### config.mk
export PLATFORM = sky130hd
export DESIGN_NAME = fifo_wr_ctrl
export DESIGN_NICKNAME = d
export VERILOG_FILES = /design/src/rtl/fifo_pkg.sv /design/src/rtl/fifo_ptr_cmp.sv /design/src/rtl/fifo_wr_ctrl.sv
export SDC_FILE = /design/constraint.sdc
export NUM_CORES = 1
export LEC_CHECK = 0
export CAP_MARGIN = 20
export CORE_UTILIZATION = 35
export DETAILED_ROUTE_END_ITERATION = 12
export PLACE_DENSITY = 0.72
export SLEW_MARGIN = 20
export SYNTH_ARGS = -nofsm -noshare
export SYNTH_HDL_FRONTEND = slang
export SYNTH_SLANG_ARGS = --single-unit
### constraint.sdc
create_clock -name clk -period 2.05 [get_ports clk]
set_input_delay 0.41 -clock clk [delete_from_list [all_inputs] [get_ports clk]]
set_output_delay 0.41 -clock clk [all_outputs]
set_load 0.005 [all_outputs]
### src/rtl/fifo_pkg.sv
// -----------------------------------------------------------------------------
// fifo_pkg
// Shared definitions for the FIFO control blocks.
//   - wr_state_e : write-side FSM state encoding (IDLE=0, FULL=1, PUSH=2),
//                  numbered the same way as the read-side FSM.
//   - FIFO_AW    : default address width.
//   - fifo_ptr_w : pointer width for a given address width (address + wrap bit).
// -----------------------------------------------------------------------------
package fifo_pkg;

    localparam int FIFO_AW = 3;

    typedef enum logic [1:0] {
        ST_IDLE = 2'd0,
        ST_FULL = 2'd1,
        ST_PUSH = 2'd2
    } wr_state_e;

    // Binary pointers carry one extra wrap bit beyond the address.
    function automatic int fifo_ptr_w(input int aw);
        return aw + 1;
    endfunction

endpackage

### src/rtl/fifo_ptr_cmp.sv
// -----------------------------------------------------------------------------
// fifo_ptr_cmp
// Occupancy arithmetic for the write controller.
// Ports:
//   wr_ptr_i      in  AW+1  writer binary pointer (with wrap bit)
//   rd_ptr_i      in  AW+1  reader binary pointer (with wrap bit)
//   push_i        in  1     write strobe of the current cycle
//   occ_o         out AW+1  (wr_ptr - rd_ptr) mod 2**(AW+1)
//   occ_next_o    out AW+1  occ + push
//   almost_full_o out 1     occ >= AF_LVL
// -----------------------------------------------------------------------------
module fifo_ptr_cmp
    import fifo_pkg::*;
#(
    parameter int AW     = FIFO_AW,
    parameter int AF_LVL = 6
) (
    input  logic [AW:0] wr_ptr_i,
    input  logic [AW:0] rd_ptr_i,
    input  logic        push_i,
    output logic [AW:0] occ_o,
    output logic [AW:0] occ_next_o,
    output logic        almost_full_o
);

    localparam logic [AW:0] AF_THR = (AW+1)'(AF_LVL);

    logic [AW:0] occ_s;

    // Modular subtraction: the wrap bit makes a full FIFO read as DEPTH, not 0.
    assign occ_s         = wr_ptr_i - rd_ptr_i;
    assign occ_next_o    = occ_s + {{AW{1'b0}}, push_i};
    assign almost_full_o = (occ_s >= AF_THR);
    assign occ_o         = occ_s;

endmodule

### src/rtl/fifo_wr_ctrl.sv
// -----------------------------------------------------------------------------
// fifo_wr_ctrl
// Write-side controller of a FIFO: Moore FSM (IDLE / FULL / PUSH) that turns a
// level-sensitive producer request into one-cycle-delayed memory write strobes
// and maintains the writer's binary pointer.
// Ports:
//   clk         in  1     clock, rising edge
//   arst_n      in  1     asynchronous active-low reset
//   en          in  1     producer write request (level)
//   rd_ptr      in  AW+1  reader binary pointer
//   push        out 1     memory write strobe (state == PUSH)
//   address     out AW    memory write address (wr_ptr[AW-1:0])
//   wr_ptr      out AW+1  writer binary pointer
//   full        out 1     state == FULL
//   almost_full out 1     occupancy >= AF_LVL (combinational)
//   count       out AW+1  occupancy (combinational)
//   ovf         out 1     sticky overflow; exists only with FIFO_WR_OVF_EN
// Build option: define FIFO_WR_OVF_EN to add the ovf port and its register.
// -----------------------------------------------------------------------------
module fifo_wr_ctrl
    import fifo_pkg::*;
#(
    parameter int AW     = FIFO_AW,
    parameter int AF_LVL = 6
) (
    input  logic          clk,
    input  logic          arst_n,
    input  logic          en,
    input  logic [AW:0]   rd_ptr,
    output logic          push,
    output logic [AW-1:0] address,
    output logic [AW:0]   wr_ptr,
    output logic          full,
    output logic          almost_full,
`ifdef FIFO_WR_OVF_EN
    output logic          ovf,
`endif
    output logic [AW:0]   count
);

    localparam int          PW      = fifo_ptr_w(AW);
    localparam logic [AW:0] DEPTH_V = {1'b1, {AW{1'b0}}};
    localparam logic [AW:0] PTR_ONE = {{AW{1'b0}}, 1'b1};

    wr_state_e       state_q;
    wr_state_e       state_d;
    logic [PW-1:0]   wr_ptr_q;
    logic [PW-1:0]   wr_ptr_d;
    logic [AW:0]     occ_s;
    logic [AW:0]     occ_next_s;
    logic            push_s;

    // Strobe is a pure state decode, so async reset removes it within the cycle.
    assign push_s = (state_q == ST_PUSH);

    fifo_ptr_cmp #(
        .AW     (AW),
        .AF_LVL (AF_LVL)
    ) u_ptr_cmp (
        .wr_ptr_i      (wr_ptr_q),
        .rd_ptr_i      (rd_ptr),
        .push_i        (push_s),
        .occ_o         (occ_s),
        .occ_next_o    (occ_next_s),
        .almost_full_o (almost_full)
    );

    // Next-state: FULL takes priority once the in-flight push would fill the FIFO.
    always_comb begin
        state_d = ST_IDLE;
        case (state_q)
            ST_IDLE, ST_FULL, ST_PUSH: begin
                if (occ_next_s == DEPTH_V) begin
                    state_d = ST_FULL;
                end else if (en) begin
                    state_d = ST_PUSH;
                end else begin
                    state_d = ST_IDLE;
                end
            end
            default: state_d = ST_IDLE;
        endcase
    end

    // Pointer advances only at the edge that closes a push cycle.
    always_comb begin
        if (push_s) begin
            wr_ptr_d = wr_ptr_q + PTR_ONE;
        end else begin
            wr_ptr_d = wr_ptr_q;
        end
    end

    // State and pointer registers.
    always_ff @(posedge clk or negedge arst_n) begin
        if (!arst_n) begin
            state_q  <= ST_IDLE;
            wr_ptr_q <= {PW{1'b0}};
        end else begin
            state_q  <= state_d;
            wr_ptr_q <= wr_ptr_d;
        end
    end

`ifdef FIFO_WR_OVF_EN
    logic ovf_q;
    logic ovf_d;

    // Sticky: any request seen while FULL is a lost write.
    always_comb begin
        ovf_d = ovf_q | (en & (state_q == ST_FULL));
    end

    // Overflow flag register, cleared only by reset.
    always_ff @(posedge clk or negedge arst_n) begin
        if (!arst_n) begin
            ovf_q <= 1'b0;
        end else begin
            ovf_q <= ovf_d;
        end
    end

    assign ovf = ovf_q;
`endif

    assign push    = push_s;
    assign full    = (state_q == ST_FULL);
    assign address = wr_ptr_q[AW-1:0];
    assign wr_ptr  = wr_ptr_q;
    assign count   = occ_s;

endmodule

-- Yosys cells after proc, flatten, opt, wreduce, memory -nomap -nowiden
Index checks and enable logic that the tools add are counted.
- bits in registers: 6
- logic and storage cells: 14
- add/subtract/negate cells: 3
- order comparisons: 1
- eq/ne operators: 3
- multiplexer cells: 3
- reductions and logical operators: 2
- operators by type and width (kind ; number):
    $mux W2 ; 3
    $add A4 B1 Y4 ; 1
    $add A4 B1 Y4 const B ; 1
    $eq A4 B4 Y1 const B ; 1
    $ge A4 B3 Y1 const B ; 1
    $sub A4 B4 Y4 ; 1
    $reduce_or A3 Y1 ; 1
    $eq A2 B1 Y1 const B ; 1
    $eq A2 B2 Y1 const B ; 1
    $logic_not A2 Y1 ; 1

-- Longest topological paths before layout
- depth in word-level cells: 5
- mapped depth: 8
- mapped depth without buffers: 8

-- By module
From an unflattened synthesis, not the netlist that was laid out.
- cell total of the unflattened synthesis: 47
- area total of the unflattened synthesis: 484.2 µm²
- modules (own cells, without submodules) (module ; instances ; cells an instance ; area each (µm²) ; seq. area each (µm²)):
    fifo_wr_ctrl ; 1 ; 23 ; 275.3 ; 150.1
    fifo_ptr_cmp ; 1 ; 24 ; 209.0 ; 0.0

-- Worst setup path before layout
Ideal clock, no wire load.
- path type: reg2reg
- from: register wr_ptr_q[0] (netlist: wr_ptr[0])
- to: register state_q[1]
- setup time: 0.120 ns
- data arrival time: 2.114 ns
- setup slack: -0.184 ns
- stages on the path, launching flop included: 9
- path through: dfrtp_1 inv_1 ha_1 inv_1 fa_1 ha_1 xor2_1 or3_1 o211a_1
- cells in the longest elaborated chain, start to end: 5
- ends and longest elaborated chain (element ; RTL line ; text):
    from (decl) ; fifo_wr_ctrl.sv:47 ; logic [PW-1:0] wr_ptr_q;
    from (signal assigned) ; fifo_wr_ctrl.sv:98 ; wr_ptr_q <= {PW{1'b0}};
    from (signal assigned) ; fifo_wr_ctrl.sv:101 ; wr_ptr_q <= wr_ptr_d;
    $sub A4 B4 Y4 ; fifo_ptr_cmp.sv:31 ; assign occ_s = wr_ptr_i - rd_ptr_i;
    via count[1] ; fifo_wr_ctrl.sv:38 ; output logic [AW:0] count
    $add A4 B1 Y4 ; fifo_ptr_cmp.sv:32 ; assign occ_next_o = occ_s + {{AW{1'b0}}, push_i};
    $eq A4 B4 Y1 ; fifo_wr_ctrl.sv:73 ; if (occ_next_s == DEPTH_V) begin
    $mux W2 ; fifo_wr_ctrl.sv:73 ;
    $mux W2 ; fifo_wr_ctrl.sv:71 ; case (state_q)
    via state_d[1] ; fifo_wr_ctrl.sv:46 ; wr_state_e state_d;
    to (signal assigned) ; fifo_wr_ctrl.sv:100 ; state_q <= state_d;
    to (decl) ; fifo_wr_ctrl.sv:45 ; wr_state_e state_q;
The timed path passes the listed nets, and every way through them passes these cells.
A chain may end at the register's enable or synchronous reset.

-- Worst setup path in the final report
- from: register wr_ptr_q[0] (netlist: wr_ptr[0])
- to: register state_q[1]
- cells in the longest elaborated chain, start to end: 5
- ends and longest elaborated chain (element ; RTL line):
    $sub A4 B4 Y4 ; fifo_ptr_cmp.sv:31
    $add A4 B1 Y4 ; fifo_ptr_cmp.sv:32
    $eq A4 B4 Y1 ; fifo_wr_ctrl.sv:73
    $mux W2 ; fifo_wr_ctrl.sv:73
    $mux W2 ; fifo_wr_ctrl.sv:71
    via state_d[1] ; fifo_wr_ctrl.sv:46
The timed path passes the listed nets, and every way through them passes these cells.

==> impl_results.md <==
- Register area share after synthesis: 0.321
- CP cell instances: inv_2, ha_4, inv_2, fa_2, buf_6, ha_4, or3_4, o211a_1
- Clock Power Share: 0.077
- Die ar.: 1490 um^2
- Drt first-iter violations: 2
- Synth area leader: dfrtp_1
- Starting Density: 0.400
- Fin crit share: 1.07
- Antenna violations before repair: 0
- Max clock buf depth: 2
- CTS tree: built
- Required @ worst endpoint: 2.19 ns
- Max Freq: 455 MHz
- Post-route DRC: 0
- Die Ht: 38.6 um
- Syn Inst Count: 43
- CP max stage delay: 0.56 ns
- Worst Path Max Fanout: 3
- Switching fraction of total power: 0.362
- Worst relative slew slack: 0.766
- Synth Warn #: 0
- Top Ports: 21
- Final Setup Violations: 3
- Avg Cell Area, Syn: 10.9 um^2
- Hold WS: 0.418 ns
- Combinational power share: 0.779
- Clk pin slew, worst setup/hold paths: 0.05 ns
- Net Count, Synth: 57
- Netlist cell types: 19
- Total grt overflow: 0
- Startpoint Class: flop
- Fin nets: 92
- RePlAce Congestion: 0.669
- Vias per cell: 4.72
- Worst EP arrival: 2.34 ns
- CTS H-Tree Depth: 1
- Largest net degree at the start of global routing: 7
- Vias: 425
- FP Rows: 12
- Crit Path Category: flop to flop
- Status: finished, violations left
- Post-DP Area: 777 um^2
- # clock sinks: 6
- Vias in the first global route: 434
- Final Non-Filler Cells: 90
- Max-slew violation count: 0
- Core Region: 1170 um^2
- Worst VDD drop: 1.17 mV
- Worst-Margin Slew: 0.348 ns
- Detailed placer's ending HPWL: 924 um
- Count of input and output buffers: 20
- Clk root buf: clkbuf_4
- Clock skew after layout: 0.00320 ns
- Die Wd: 38.6 um
- Critical Path Sink Type: flop
- Area Overhead vs Synth: 79.4%
- TritonRoute pass-1 iters: 2
- FILL cells: 90
- Hold-fix buffers, CTS: 0
- Worst-Skew Late Latency: 0.25 ns
- Max-Cap Viols: 0
- Total power draw: 1.55 mW
- RSZ-0062 raised after global routing: true
- Synthesized cell area: 468 um^2
- Ratio of cells with drive above 1 in the final layout: 0.461
- # diodes: 0
- Worst path slowest cell: fa_2
- Final instance area: 840 um^2
- Antenna-violating nets left: 0
- Post-synth top area share: 0.321
- Global Route Usage Sum: 0.191
- #FFs+latches synth: 6
- HP Class: input pin to async pin
- Internal cell power: 0.989 mW
- Synth top area cells: dfrtp_1 32%, ha_1 16%, xnor2_1 9.4%, buf_4 4.8%, xnor3_1 4.8%
- Switching power: 0.562 mW
- Power Dens Cells: 1850 nW/um^2
- First-pass GRT wire length: 1850 um
- Final WS setup: -0.147 ns
- Placed Cells incl. Taps: 85
- Flop pwr share: 0.145
- Final min period: 2.20 ns
- Final TNS setup: -0.232 ns
- Pleak: 0.393 nW
- Final hold violations: 0
- Routed wire per std cell: 12.8 um
- DRT Wirelength: 1150 um
- Cts bufs inserted: 3
- Failing checks: setup timing
synthesized netlist by cell type:
| master | number |
|---|---|
| nand3_1 | 1 |
| nand4_1 | 1 |
| or3_1 | 1 |
| dfrtp_1 | 6 |
| xnor2_1 | 5 |
| nor2b_1 | 2 |
| mux2_2 | 1 |
| xnor3_1 | 1 |
| buf_4 | 3 |
| a21o_1 | 2 |
| inv_1 | 5 |
| nor3b_1 | 1 |
| xor2_1 | 2 |
| o211a_1 | 1 |
| ha_1 | 6 |
| nand2_1 | 2 |
| clkbuf_1 | 1 |
| a31oi_2 | 1 |
| fa_1 | 1 |
critical path, delay by kind of cell, from the launching register on:
kind,cells,cell delay [ns]
AO/OA/AOI/OAI,1,0.23
buffers and inverters,3,0.23
adder cells (fa/ha/maj),3,0.86
flip-flops,1,0.38
AND/OR/NAND/NOR,1,0.38
timing repair:
action,in CTS,in global routing
setup endpoints to repair,7,6
pin swaps,7,4
setup buffers,2,0
resized for setup,23,5
layout make-up:
type / instances / area [um^2] / area share
clock buffers: 3 / 22.5 / 0.0268
flip-flops and latches: 6 / 150 / 0.179
inverters: 5 / 18.8 / 0.0224
repair buffers: 34 / 287 / 0.341
well taps: 14 / 17.5 / 0.0209
multi-input cells: 28 / 344 / 0.410
stage by stage:
step                      worst slack (ns)   util
after global routing                -0.206  0.717
after floorplan                     -0.124      -
after detailed placement            -0.720  0.663
after CTS                           -0.141  0.704
after global placement              -0.678  0.663
final                               -0.147  0.717
state kept, by name, summed over array words and instances, names as in the netlist:
| signal | cells |
|---|---|
| wr_ptr | 4 |
| state_q | 2 |
layer usage:
| metal | track usage | wire, um | share of wire |
|---|---|---|---|
| met1 | 0.179 | 460 | 0.40 |
| met2 | 0.375 | 622 | 0.54 |
| met3 | 0.0349 | 50 | 0.044 |
| met4 | 0.103 | 16 | 0.014 |
| met5 | 0 | 0 | 0 |
cells by family after synthesis:
family / count (synthesis) / synth area share
xor+xnor: 8 / 0.179
mux: 1 / 0.0241
fa+ha+maj: 7 / 0.203
compound gates: 4 / 0.0802
flops: 6 / 0.321
simple gates: 8 / 0.0963
buf+inv: 9 / 0.0962
placed cells by master, fill, tap and decap left out:
master	instances
a21o_1	2
a31oi_4	1
buf_2	3
buf_4	13
buf_6	1
clkbuf_2	1
clkbuf_4	3
clkdlybuf4s15_1	1
clkdlybuf4s50_1	13
dfrtp_1	6
dlygate4sd2_1	2
fa_2	1
ha_1	2
ha_2	1
ha_4	3
inv_1	1
inv_2	4
mux2_2	1
nand2_1	2
nand3_1	1
nand4_1	1
nor2b_1	2
nor3b_1	1
o211a_1	1
or3_4	1
xnor2_1	4
xnor2_2	1
xnor3_1	1
xor2_1	1
xor2_2	1
path summary, 6_finish.rpt:
path	from	endpoint	slack (ns)	depth (start not counted)
worst max-delay path	wr_ptr[0]	state_q[1]	-0.15	8
worst min-delay path	arst_n	wr_ptr[3]	0.42	1
worst max register to register	wr_ptr[0]	state_q[1]	-0.15	8
worst min register to register	wr_ptr[3]	wr_ptr[3]	0.56	1
max in group asynchronous	arst_n	state_q[0]	1.39	1
min in group clk	wr_ptr[3]	wr_ptr[3]	0.56	1
power groups by stage:
stage	clock network (mW)	logic, mW	registers (mW)
floorplan	0	0.533	0.239
CTS	0.121	1.17	0.227
global route	0.126	1.31	0.232
global placement	0	1.12	0.217
finish	0.119	1.21	0.224
detailed placement	0	1.15	0.223
Power figures use the tool's default switching activity.
